`src/rtl/lc3_arb_pkg.sv`:
```
// Shared types and constants for the LC3 unified-memory arbiter.
package lc3_arb_pkg;

  localparam int unsigned DBURST_W   = 4;
  localparam int unsigned TCNT_W     = 8;
  localparam logic [15:0] ABORT_DATA = 16'hDEAD;

  typedef enum logic [1:0] {
    IDLE    = 2'd0,
    GRANT_I = 2'd1,
    GRANT_D = 2'd2,
    RESP    = 2'd3
  } arb_state_t;

  typedef enum logic {
    OWN_I = 1'b0,
    OWN_D = 1'b1
  } owner_t;

endpackage

```
`src/rtl/lc3_arb_starve_cnt.sv`:
```
// Counts back-to-back data grants taken while a fetch waits; flags when the
// fetch must be served next.
module lc3_arb_starve_cnt
  import lc3_arb_pkg::*;
#(
  parameter int unsigned MAX_DBURST = 4
) (
  input  logic clk_i,
  input  logic rst_ni,
  input  logic i_macc_i,
  input  logic grant_i_entry_i,
  input  logic grant_d_entry_i,
  output logic dburst_full_o
);

  logic [DBURST_W-1:0] dburst_q, dburst_d;
  logic                full_q;

  // Clear whenever no fetch is waiting or the fetch wins; saturate at the limit.
  always_comb begin
    dburst_d = dburst_q;
    if (!i_macc_i || grant_i_entry_i) begin
      dburst_d = '0;
    end else if (grant_d_entry_i && (dburst_q < DBURST_W'(MAX_DBURST))) begin
      dburst_d = dburst_q + DBURST_W'(1);
    end
  end

  always_ff @(posedge clk_i or negedge rst_ni) begin
    if (!rst_ni) begin
      dburst_q <= '0;
      full_q   <= 1'b0;
    end else begin
      dburst_q <= dburst_d;
      full_q   <= (dburst_d >= DBURST_W'(MAX_DBURST));
    end
  end

  assign dburst_full_o = full_q;

endmodule

```
`src/rtl/lc3_mem_arbiter.sv`:
```
// Arbitrates one single-port memory between LC3 instruction fetch and data
// accesses; data has priority, bounded by a burst limit.
module lc3_mem_arbiter
  import lc3_arb_pkg::*;
#(
  parameter int unsigned DATA_W      = 16,
  parameter int unsigned ADDR_W      = 16,
  parameter int unsigned MAX_DBURST  = 4,
  parameter int unsigned MEM_TIMEOUT = 15
) (
  input  logic              clock,
  input  logic              reset,
  input  logic              I_macc,
  input  logic              instrmem_rd,
  input  logic [ADDR_W-1:0] pc,
  output logic              complete_instr,
  output logic [DATA_W-1:0] Instr_dout,
  input  logic              D_macc,
  input  logic              Data_rd,
  input  logic [ADDR_W-1:0] Data_addr,
  input  logic [DATA_W-1:0] Data_din,
  output logic              complete_data,
  output logic [DATA_W-1:0] Data_dout,
  output logic              mem_req,
  output logic              mem_we,
  output logic [ADDR_W-1:0] mem_addr,
  output logic [DATA_W-1:0] mem_wdata,
  input  logic [DATA_W-1:0] mem_rdata,
  input  logic              mem_ack,
  output logic              err_timeout
);

  arb_state_t          state_q, state_d;
  owner_t              owner_q, owner_d;
  logic [TCNT_W-1:0]   tcnt_q, tcnt_d;
  logic                mem_req_q, mem_req_d;
  logic                mem_we_q, mem_we_d;
  logic [ADDR_W-1:0]   mem_addr_q, mem_addr_d;
  logic [DATA_W-1:0]   mem_wdata_q, mem_wdata_d;
  logic                cmpl_i_q, cmpl_i_d;
  logic                cmpl_d_q, cmpl_d_d;
  logic [DATA_W-1:0]   instr_dout_q, instr_dout_d;
  logic [DATA_W-1:0]   data_dout_q, data_dout_d;
  logic                err_q, err_d;

  logic                i_valid_c;
  logic                dburst_full_c;
  logic                i_must_win_c;
  logic                in_grant_c;
  logic                timeout_c;
  logic                grant_i_entry_c;
  logic                grant_d_entry_c;
  logic [DATA_W-1:0]   resp_data_c;

  assign i_valid_c       = I_macc && instrmem_rd;
  assign i_must_win_c    = i_valid_c && dburst_full_c;
  assign in_grant_c      = (state_q == GRANT_I) || (state_q == GRANT_D);
  assign timeout_c       = in_grant_c && !mem_ack &&
                           (tcnt_q == TCNT_W'(MEM_TIMEOUT - 1));
  assign grant_i_entry_c = (state_q == IDLE) && (state_d == GRANT_I);
  assign grant_d_entry_c = (state_q == IDLE) && (state_d == GRANT_D);
  assign resp_data_c     = timeout_c ? DATA_W'(ABORT_DATA) : mem_rdata;

  lc3_arb_starve_cnt #(
    .MAX_DBURST (MAX_DBURST)
  ) u_starve (
    .clk_i           (clock),
    .rst_ni          (reset),
    .i_macc_i        (I_macc),
    .grant_i_entry_i (grant_i_entry_c),
    .grant_d_entry_i (grant_d_entry_c),
    .dburst_full_o   (dburst_full_c)
  );

  // State register.
  always_ff @(posedge clock or negedge reset) begin
    if (!reset) begin
      state_q <= IDLE;
    end else begin
      state_q <= state_d;
    end
  end

  // Next-state logic; requests are only sampled in IDLE.
  always_comb begin
    state_d = state_q;
    case (state_q)
      IDLE: begin
        if (D_macc && !i_must_win_c) begin
          state_d = GRANT_D;
        end else if (i_valid_c) begin
          state_d = GRANT_I;
        end
      end
      GRANT_I, GRANT_D: begin
        if (mem_ack || timeout_c) begin
          state_d = RESP;
        end
      end
      RESP:    state_d = IDLE;
      default: state_d = IDLE;
    endcase
  end

  // Output / datapath next values, all registered below.
  always_comb begin
    owner_d      = owner_q;
    tcnt_d       = tcnt_q;
    mem_req_d    = 1'b0;
    mem_we_d     = mem_we_q;
    mem_addr_d   = mem_addr_q;
    mem_wdata_d  = mem_wdata_q;
    cmpl_i_d     = 1'b0;
    cmpl_d_d     = 1'b0;
    instr_dout_d = instr_dout_q;
    data_dout_d  = data_dout_q;
    err_d        = err_q;
    case (state_q)
      IDLE: begin
        if (grant_d_entry_c) begin
          owner_d     = OWN_D;
          tcnt_d      = '0;
          mem_req_d   = 1'b1;
          mem_we_d    = !Data_rd;
          mem_addr_d  = Data_addr;
          mem_wdata_d = Data_din;
        end else if (grant_i_entry_c) begin
          owner_d    = OWN_I;
          tcnt_d     = '0;
          mem_req_d  = 1'b1;
          mem_we_d   = 1'b0;
          mem_addr_d = pc;
        end
      end
      GRANT_I, GRANT_D: begin
        if (state_d == RESP) begin
          err_d = err_q | timeout_c;
          if (owner_q == OWN_D) begin
            cmpl_d_d = 1'b1;
            if (!mem_we_q) begin
              data_dout_d = resp_data_c;
            end
          end else begin
            cmpl_i_d     = 1'b1;
            instr_dout_d = resp_data_c;
          end
        end else begin
          mem_req_d = 1'b1;
          tcnt_d    = tcnt_q + TCNT_W'(1);
        end
      end
      default: ;
    endcase
  end

  // Datapath / output registers.
  always_ff @(posedge clock or negedge reset) begin
    if (!reset) begin
      owner_q      <= OWN_I;
      tcnt_q       <= '0;
      mem_req_q    <= 1'b0;
      mem_we_q     <= 1'b0;
      mem_addr_q   <= '0;
      mem_wdata_q  <= '0;
      cmpl_i_q     <= 1'b0;
      cmpl_d_q     <= 1'b0;
      instr_dout_q <= '0;
      data_dout_q  <= '0;
      err_q        <= 1'b0;
    end else begin
      owner_q      <= owner_d;
      tcnt_q       <= tcnt_d;
      mem_req_q    <= mem_req_d;
      mem_we_q     <= mem_we_d;
      mem_addr_q   <= mem_addr_d;
      mem_wdata_q  <= mem_wdata_d;
      cmpl_i_q     <= cmpl_i_d;
      cmpl_d_q     <= cmpl_d_d;
      instr_dout_q <= instr_dout_d;
      data_dout_q  <= data_dout_d;
      err_q        <= err_d;
    end
  end

  assign complete_instr = cmpl_i_q;
  assign complete_data  = cmpl_d_q;
  assign Instr_dout     = instr_dout_q;
  assign Data_dout      = data_dout_q;
  assign mem_req        = mem_req_q;
  assign mem_we         = mem_we_q;
  assign mem_addr       = mem_addr_q;
  assign mem_wdata      = mem_wdata_q;
  assign err_timeout    = err_q;

endmodule

```
`config.mk`:
```
export PLATFORM = sky130hd
export DESIGN_NAME = lc3_mem_arbiter
export DESIGN_NICKNAME = d
export VERILOG_FILES = /design/src/rtl/lc3_arb_pkg.sv /design/src/rtl/lc3_arb_starve_cnt.sv /design/src/rtl/lc3_mem_arbiter.sv
export SDC_FILE = /design/constraint.sdc
export NUM_CORES = 1
export LEC_CHECK = 0
export BUFFER_PORTS_ARGS = -buffer_cell sky130_fd_sc_hd__buf_2
export CAP_MARGIN = 20
export CORE_ASPECT_RATIO = 1.25
export CORE_MARGIN = 4
export CORE_UTILIZATION = 49
export CTS_CLUSTER_SIZE = 14
export DETAILED_ROUTE_END_ITERATION = 16
export PLACE_DENSITY = 0.87
export SYNTH_ARGS = -nofsm -noshare
export SYNTH_HDL_FRONTEND = slang
export SYNTH_SLANG_ARGS = --single-unit
```
`constraint.sdc`:
```
create_clock -name clock -period 3.2 [get_ports clock]
set_clock_uncertainty 0.15 [all_clocks]
set_input_delay 0.64 -clock clock [delete_from_list [all_inputs] [get_ports clock]]
set_output_delay 0.64 -clock clock [all_outputs]
set_load 0.01 [all_outputs]
```
After elaboration in Yosys (flattened, before gate mapping) --
Index checks and enable logic that the tools add are counted. Widths: inputs -> output; s select.
Storage, ports and cells: register bits 85, latch bits 0, bits in writable memories 0, bits in read-only memories 0, word-level logic and storage cells 81, memories 0
Cells by class: $add $sub $neg 2, $mul 0, div/mod/pow operators 0, $lt $le $gt $ge 2, equal/unequal tests 9, shift-type cells 0, mux-type cells 26, bitwise logic cells 3, reduce and logical (&&, ||, !) cells 25
Operators by type and width (number):
- $mux 16 | 3
- $mux 8 | 3
- $pmux 8 s2 | 1
- $mux 1 | 12
- $add 8x1->8 const B | 1
- $eq 2x2->1 const B | 4
- $eq 8x4->1 const B | 1
- $logic_and 1x1->1 | 8
- $mux 4 | 2
- $mux 2 | 3
- $pmux 2 s3 | 1
- $reduce_and 2->1 | 3
- $reduce_and 3->1 | 2
- $add 4x1->4 const B | 1
- $eq 2x1->1 const B | 2
- $ge 4x3->1 const B | 1
- $logic_not 1->1 | 4
- $lt 4x3->1 const B | 1
- $reduce_and 4->1 | 1
- $reduce_bool 2->1 | 2
- $logic_or 1x1->1 | 3
- $ne 3x1->1 const B | 1
- $logic_not 2->1 | 1
- $ne 2x2->1 const B | 1
- 4 further kinds | 5

Logic depth before layout (Yosys ltp) --
word-level depth 13, gate-level depth with buffers 10, depth with buffers taken out 8

Modules after synthesis --
A second synthesis with hierarchy kept.
Unflattened totals: cells, all modules 338, area, all modules 3852.4 um^2
Modules (own cells, without submodules):
- lc3_mem_arbiter | times used 1, cells each 317, area each 3609.7 um^2, sequential area each 2001.9 um^2
- lc3_arb_starve_cnt | times used 1, cells each 21, area each 242.7 um^2, sequential area each 125.1 um^2

Worst setup path after synthesis --
Ideal clock, no wire load.
path type register -> register, start point reg state_q[0], end point reg tcnt_q[1], data arrival time 2494 ps, required time 2925 ps, slack 431 ps, cell stages (with the launch flop) 10, buffers on the path 2, period minus slack after synthesis 2769 ps, cell sequence dfrtp_1 -> inv_1 -> ha_1 -> buf_6 -> and4_4 -> a311o_1 -> a211oi_1 -> or3_1 -> buf_6 -> mux2_4
On the way: cells in the longest elaborated chain, start to end 11, elaborated cells between the ends (all ways) 24, classes of those cells eq/ne: 8; mux: 6; reduce/logical: 10
Ends and longest elaborated chain:
- start, declared | line lc3_mem_arbiter.sv:33 | arb_state_t state_q, state_d;
- start signal, assigned | line lc3_mem_arbiter.sv:80 | state_q <= state_d;
- $eq 2x1->1 / $eq 2x2->1 (equally long branches) | line lc3_mem_arbiter.sv:57, lc3_mem_arbiter.sv:87, lc3_mem_arbiter.sv:118
- $logic_or 1x1->1 | line lc3_mem_arbiter.sv:57 | assign in_grant_c = (state_q == GRANT_I) || (state_q == GRANT_D);
- $logic_and 1x1->1 (2 in series) | line lc3_mem_arbiter.sv:58 | assign timeout_c = in_grant_c && !mem_ack &&
- $logic_or 1x1->1 | line lc3_mem_arbiter.sv:96 | if (mem_ack || timeout_c) begin
- $mux 2 | line lc3_mem_arbiter.sv:96
- $pmux 2 s3 | line lc3_mem_arbiter.sv:87 | case (state_q)
- $eq 2x2->1 / $eq 2x1->1 (equally long branches) | line lc3_mem_arbiter.sv:61, lc3_mem_arbiter.sv:60
- $logic_and 1x1->1, on equally long branches | line lc3_mem_arbiter.sv:61, lc3_mem_arbiter.sv:60
- $ne 3x1->1 (no source line) / $mux 8 (equally long branches)
- $reduce_and 3->1 (no source line) / $pmux 8 s2 (equally long branches)
- end signal, assigned | line lc3_mem_arbiter.sv:172 | tcnt_q <= tcnt_d;
- end, declared | line lc3_mem_arbiter.sv:35 | logic [TCNT_W-1:0] tcnt_q, tcnt_d;
Parallel ways exist; a longest one is shown, timed or not. A chain may end at the register's enable or synchronous reset.

Worst setup path after layout --
start point reg state_q[0], end point reg instr_dout_q[15] (netlist: Instr_dout[15])
On the way: cells in the longest elaborated chain, start to end 9, elaborated cells between the ends (all ways) 16, classes of those cells eq/ne: 4; mux: 5; reduce/logical: 7
Ends and longest elaborated chain:
- $eq 2x1->1 / $eq 2x2->1 (equally long branches) | line lc3_mem_arbiter.sv:57, lc3_mem_arbiter.sv:87
- $logic_or 1x1->1 | line lc3_mem_arbiter.sv:57
- $logic_and 1x1->1 (2 in series) | line lc3_mem_arbiter.sv:58
- $logic_or 1x1->1 | line lc3_mem_arbiter.sv:96
- $mux 2 | line lc3_mem_arbiter.sv:96
- $pmux 2 s3 * | line lc3_mem_arbiter.sv:87
- named net state_d[0] | line lc3_mem_arbiter.sv:33
- $eq 2x2->1 * | line lc3_mem_arbiter.sv:136 | if (state_d == RESP) begin
- $reduce_and 3->1 (no source line) *
- end signal, assigned | line lc3_mem_arbiter.sv:179 | instr_dout_q <= instr_dout_d;
- end, declared | line lc3_mem_arbiter.sv:42 | logic [DATA_W-1:0] instr_dout_q, instr_dout_d;
The timed path passes the listed nets; every way through them passes the cells marked *.

==> impl_results.md <==
- Status: completed
- Final Setup Violations: 0
- DRT antenna net count: 0
- CP Capture Type: register
- R2R setup slack: 0.18 ns
- Count leader, synth: dfrtp_1
- Crit start category: register
- R2R cell count: 8
- Skew-Pair Late Insertion Delay: 0.34 ns
- Top FF cell, synth: dfrtp_1
- Crit Path Class: reg2reg
- Total grt overflow: 0
- Placed cell areas: 4640 µm²
- Synth Cell Area: 3840 µm²
- DRT Pass-1 Iters: 4
- Num rows: 35
- Syn Inst Count: 350
- VDD IR max: 588 µV
- Period utilization: 94.3%
- Cell with the largest stage delay on the worst path: dfrtp_1
- Die width: 87.2 µm
- Ant diodes: 0
- Die H: 107 µm
- Hold Path Cell Cnt: 3
- #FFs+latches synth: 85
- Core outline area: 7490 µm²
- Routed vias/inst: 5.09
- Post-CTS Resized: 0
- Vias in the first global route: 3159
- Antenna violations before repair: 0
- Post-synthesis cell type count: 45
- Min-Delay Path Class: in2reg
- Synth warn: 0
- Max Buffers Root-to-Sink: 2
- # IOs: 140
- Reg clk slew, reported paths: 0.10 ns
- Crit path max-delay family: compound AO/OA/AOI/OAI gates
- Least-Margin Pin Slew: 0.725 ns
- CTS Buf Count: 9
- Source of the worst hold timing path: Data_din[12]
- Pleak: 0.00263 µW
- Placer Congestion: 0.868
- Dpl hpwl: 6570 µm
- Ys async rst share: 100%
- CTS H-tree lvls: 3
- Mean area per synthesized cell: 11.0 µm²
- Slew Viols, Final: 0
- Max cap viols: 0
- Root buf cell: clkbuf_8
- Clock period minus worst slack: 3.02 ns
- Most common library cells after synthesis: dfrtp_1 (85), nand2_1 (72), o21ai_0 (26)
- Synth top area share: 55.4%
- WP data arrival: 3.11 ns
- Clock sink count: 85
- WL final: 8590 µm
- CTS tree: done
- Starting DRT DRC Count: 171
- RSZ-0062 raised after global routing: false
- Finished Cell Area: 4870 µm²
- Power per cell area: 958 nW/µm²
- Starting Density: 51.3%
- Syn Nets: 426
- Post-CTS Setup Bufs: 0
- Share of layout cells above drive strength 1: 39.5%
- Rel. slew slack: 51.5%
- Buffers on Ports: 139
- Slowest stage delay, CP: 0.51 ns
- First-pass GRT wire length: 14400 µm
- Crit Reg-Reg Endpoint: Instr_dout[15]
- Area delta synth->final: 26.8%
- Post-route DRC: 0
- Via Count: 3017
- Reg-to-reg startpoint: state_q[0]
- Fill cell count: 587
- Total GRT Usage: 19.4%
- F_max: 0.332 GHz
- Cell taking the most area after synthesis: dfrtp_1
- Max Fanout on Critical Path: 17
- Hold EP: mem_wdata[12]
- Buf/Inv on CP: 2
- Largest net degree at the start of global routing: 86
- Die area: 9330 µm²
- Total negative slack: 0 ns
- Wire length per cell: 14.5 µm
- Final hold violation count: 0
- Critical Path RT: 3.29 ns
- Ranking of synthesized cells by area: dfrtp_1 (55%), nand2_1 (7.0%), mux2_2 (6.7%)
- Nets: 572
- Sequential share of the synthesized area: 55.4%
- EDFF count, synth: 0
- Hold Buf Count CTS: 0
- CP Cell Sequence: inv_1 -> ha_1 -> and4_4 -> a311o_1 -> a21oi_1 -> inv_2 -> nand4_4 -> mux2_2
## kinds of logic after synthesis
logic type	after synthesis	synth area share, %
XOR/XNOR	2	0.456
adder cells (fa/ha/maj)	5	1.63
flip-flops	85	55.4
buffers and inverters	30	4.01
AO/OA/AOI/OAI	57	9.25
multiplexers	50	14.2
AND/OR/NAND/NOR	121	15.1
## worst max-delay path by stage
stage	cells after the start	end	slack [ns]	from
global route	8	Instr_dout[7]	0.05	state_q[0]
global placement	8	Instr_dout[0]	0.32	state_q[0]
detailed placement	8	Instr_dout[15]	0.20	state_q[0]
CTS	8	Instr_dout[15]	0.20	state_q[0]
finish	8	Instr_dout[15]	0.18	state_q[0]
floorplan	9	tcnt_q[1]	0.43	state_q[0]
## tightest hold or removal path: cells and delay by family
| family | cells | cell delay (ns) |
|---|---|---|
| buffers and inverters | 1 | 0.08 |
| and+or+nand+nor | 2 | 0.08 |
## through the flow
step | total power [µW] | hold WS [ns] | setup slack, ns | util, % | instances
global route | 5020 | 0.317 | 0.0471 | 65.0 | 593
finish | 4670 | 0.323 | 0.183 | 65.0 | 593
global placement | 3870 | 0.304 | 0.323 | 62.0 | 575
detailed placement | 3980 | 0.307 | 0.205 | 62.0 | 575
floorplan | 3210 | 0.194 | 0.431 | - | 350
CTS | 4700 | 0.302 | 0.198 | 64.5 | 591
## cells in the final DEF (no fill, tap or decap), types with 2 or more instances in the layout
| cell | instances |
|---|---|
| mux2_2 | 23 |
| nand2b_1 | 12 |
| dfrtp_1 | 85 |
| o21a_1 | 3 |
| clkbuf_8 | 10 |
| o211ai_1 | 4 |
| and2_1 | 5 |
| nor3_1 | 3 |
| clkinvlp_4 | 2 |
| inv_6 | 2 |
| nor2_1 | 11 |
| a211oi_1 | 2 |
| a22oi_1 | 4 |
| buf_4 | 9 |
| a311o_1 | 2 |
| o21ai_0 | 26 |
| and3_1 | 3 |
| nand2_1 | 72 |
| inv_1 | 15 |
| buf_2 | 138 |
| mux2i_1 | 17 |
| ha_1 | 5 |
| nand3_1 | 5 |
| mux2_1 | 9 |
| o21bai_1 | 2 |
| a21oi_1 | 7 |
| xor2_1 | 2 |
## routing by layer
metal	vias to the layer above	share of wire (%)	GRT usage (%)
met1	1433	38	21.8
li1	1481	-	-
met4	0	1.2	6.58
met5	-	0	0
met3	6	7.4	5.00
met2	97	54	35.0
## cell type report
cell class / count / area [µm²] / share of cell area, %
Sequential cell: 85 / 2130 / 43.7
Multi-Input combinational cell: 235 / 1580 / 32.5
Timing Repair Buffer: 149 / 796 / 16.3
Clock buffer: 10 / 138 / 2.83
Tap cell: 92 / 115 / 2.36
Inverter: 16 / 60.1 / 1.23
Clock inverter: 6 / 52.6 / 1.08
## state kept, by name (all words and copies together) (netlist names)
name                    cells
owner_q                     1
mem_addr                   16
mem_we                      1
mem_req                     1
complete_data               1
complete_instr              1
state_q                     2
Data_dout                  16
mem_wdata                  16
u_starve.dburst_q           4
Instr_dout                 16
tcnt_q                      8
err_timeout                 1
u_starve.dburst_full_o      1
## report_power, final
part           total, µW  switching, µW  internal, µW
clock network        718            402           315
logic               2120           1220           903
registers           1820            283          1540
Power figures use the tool's default switching activity.
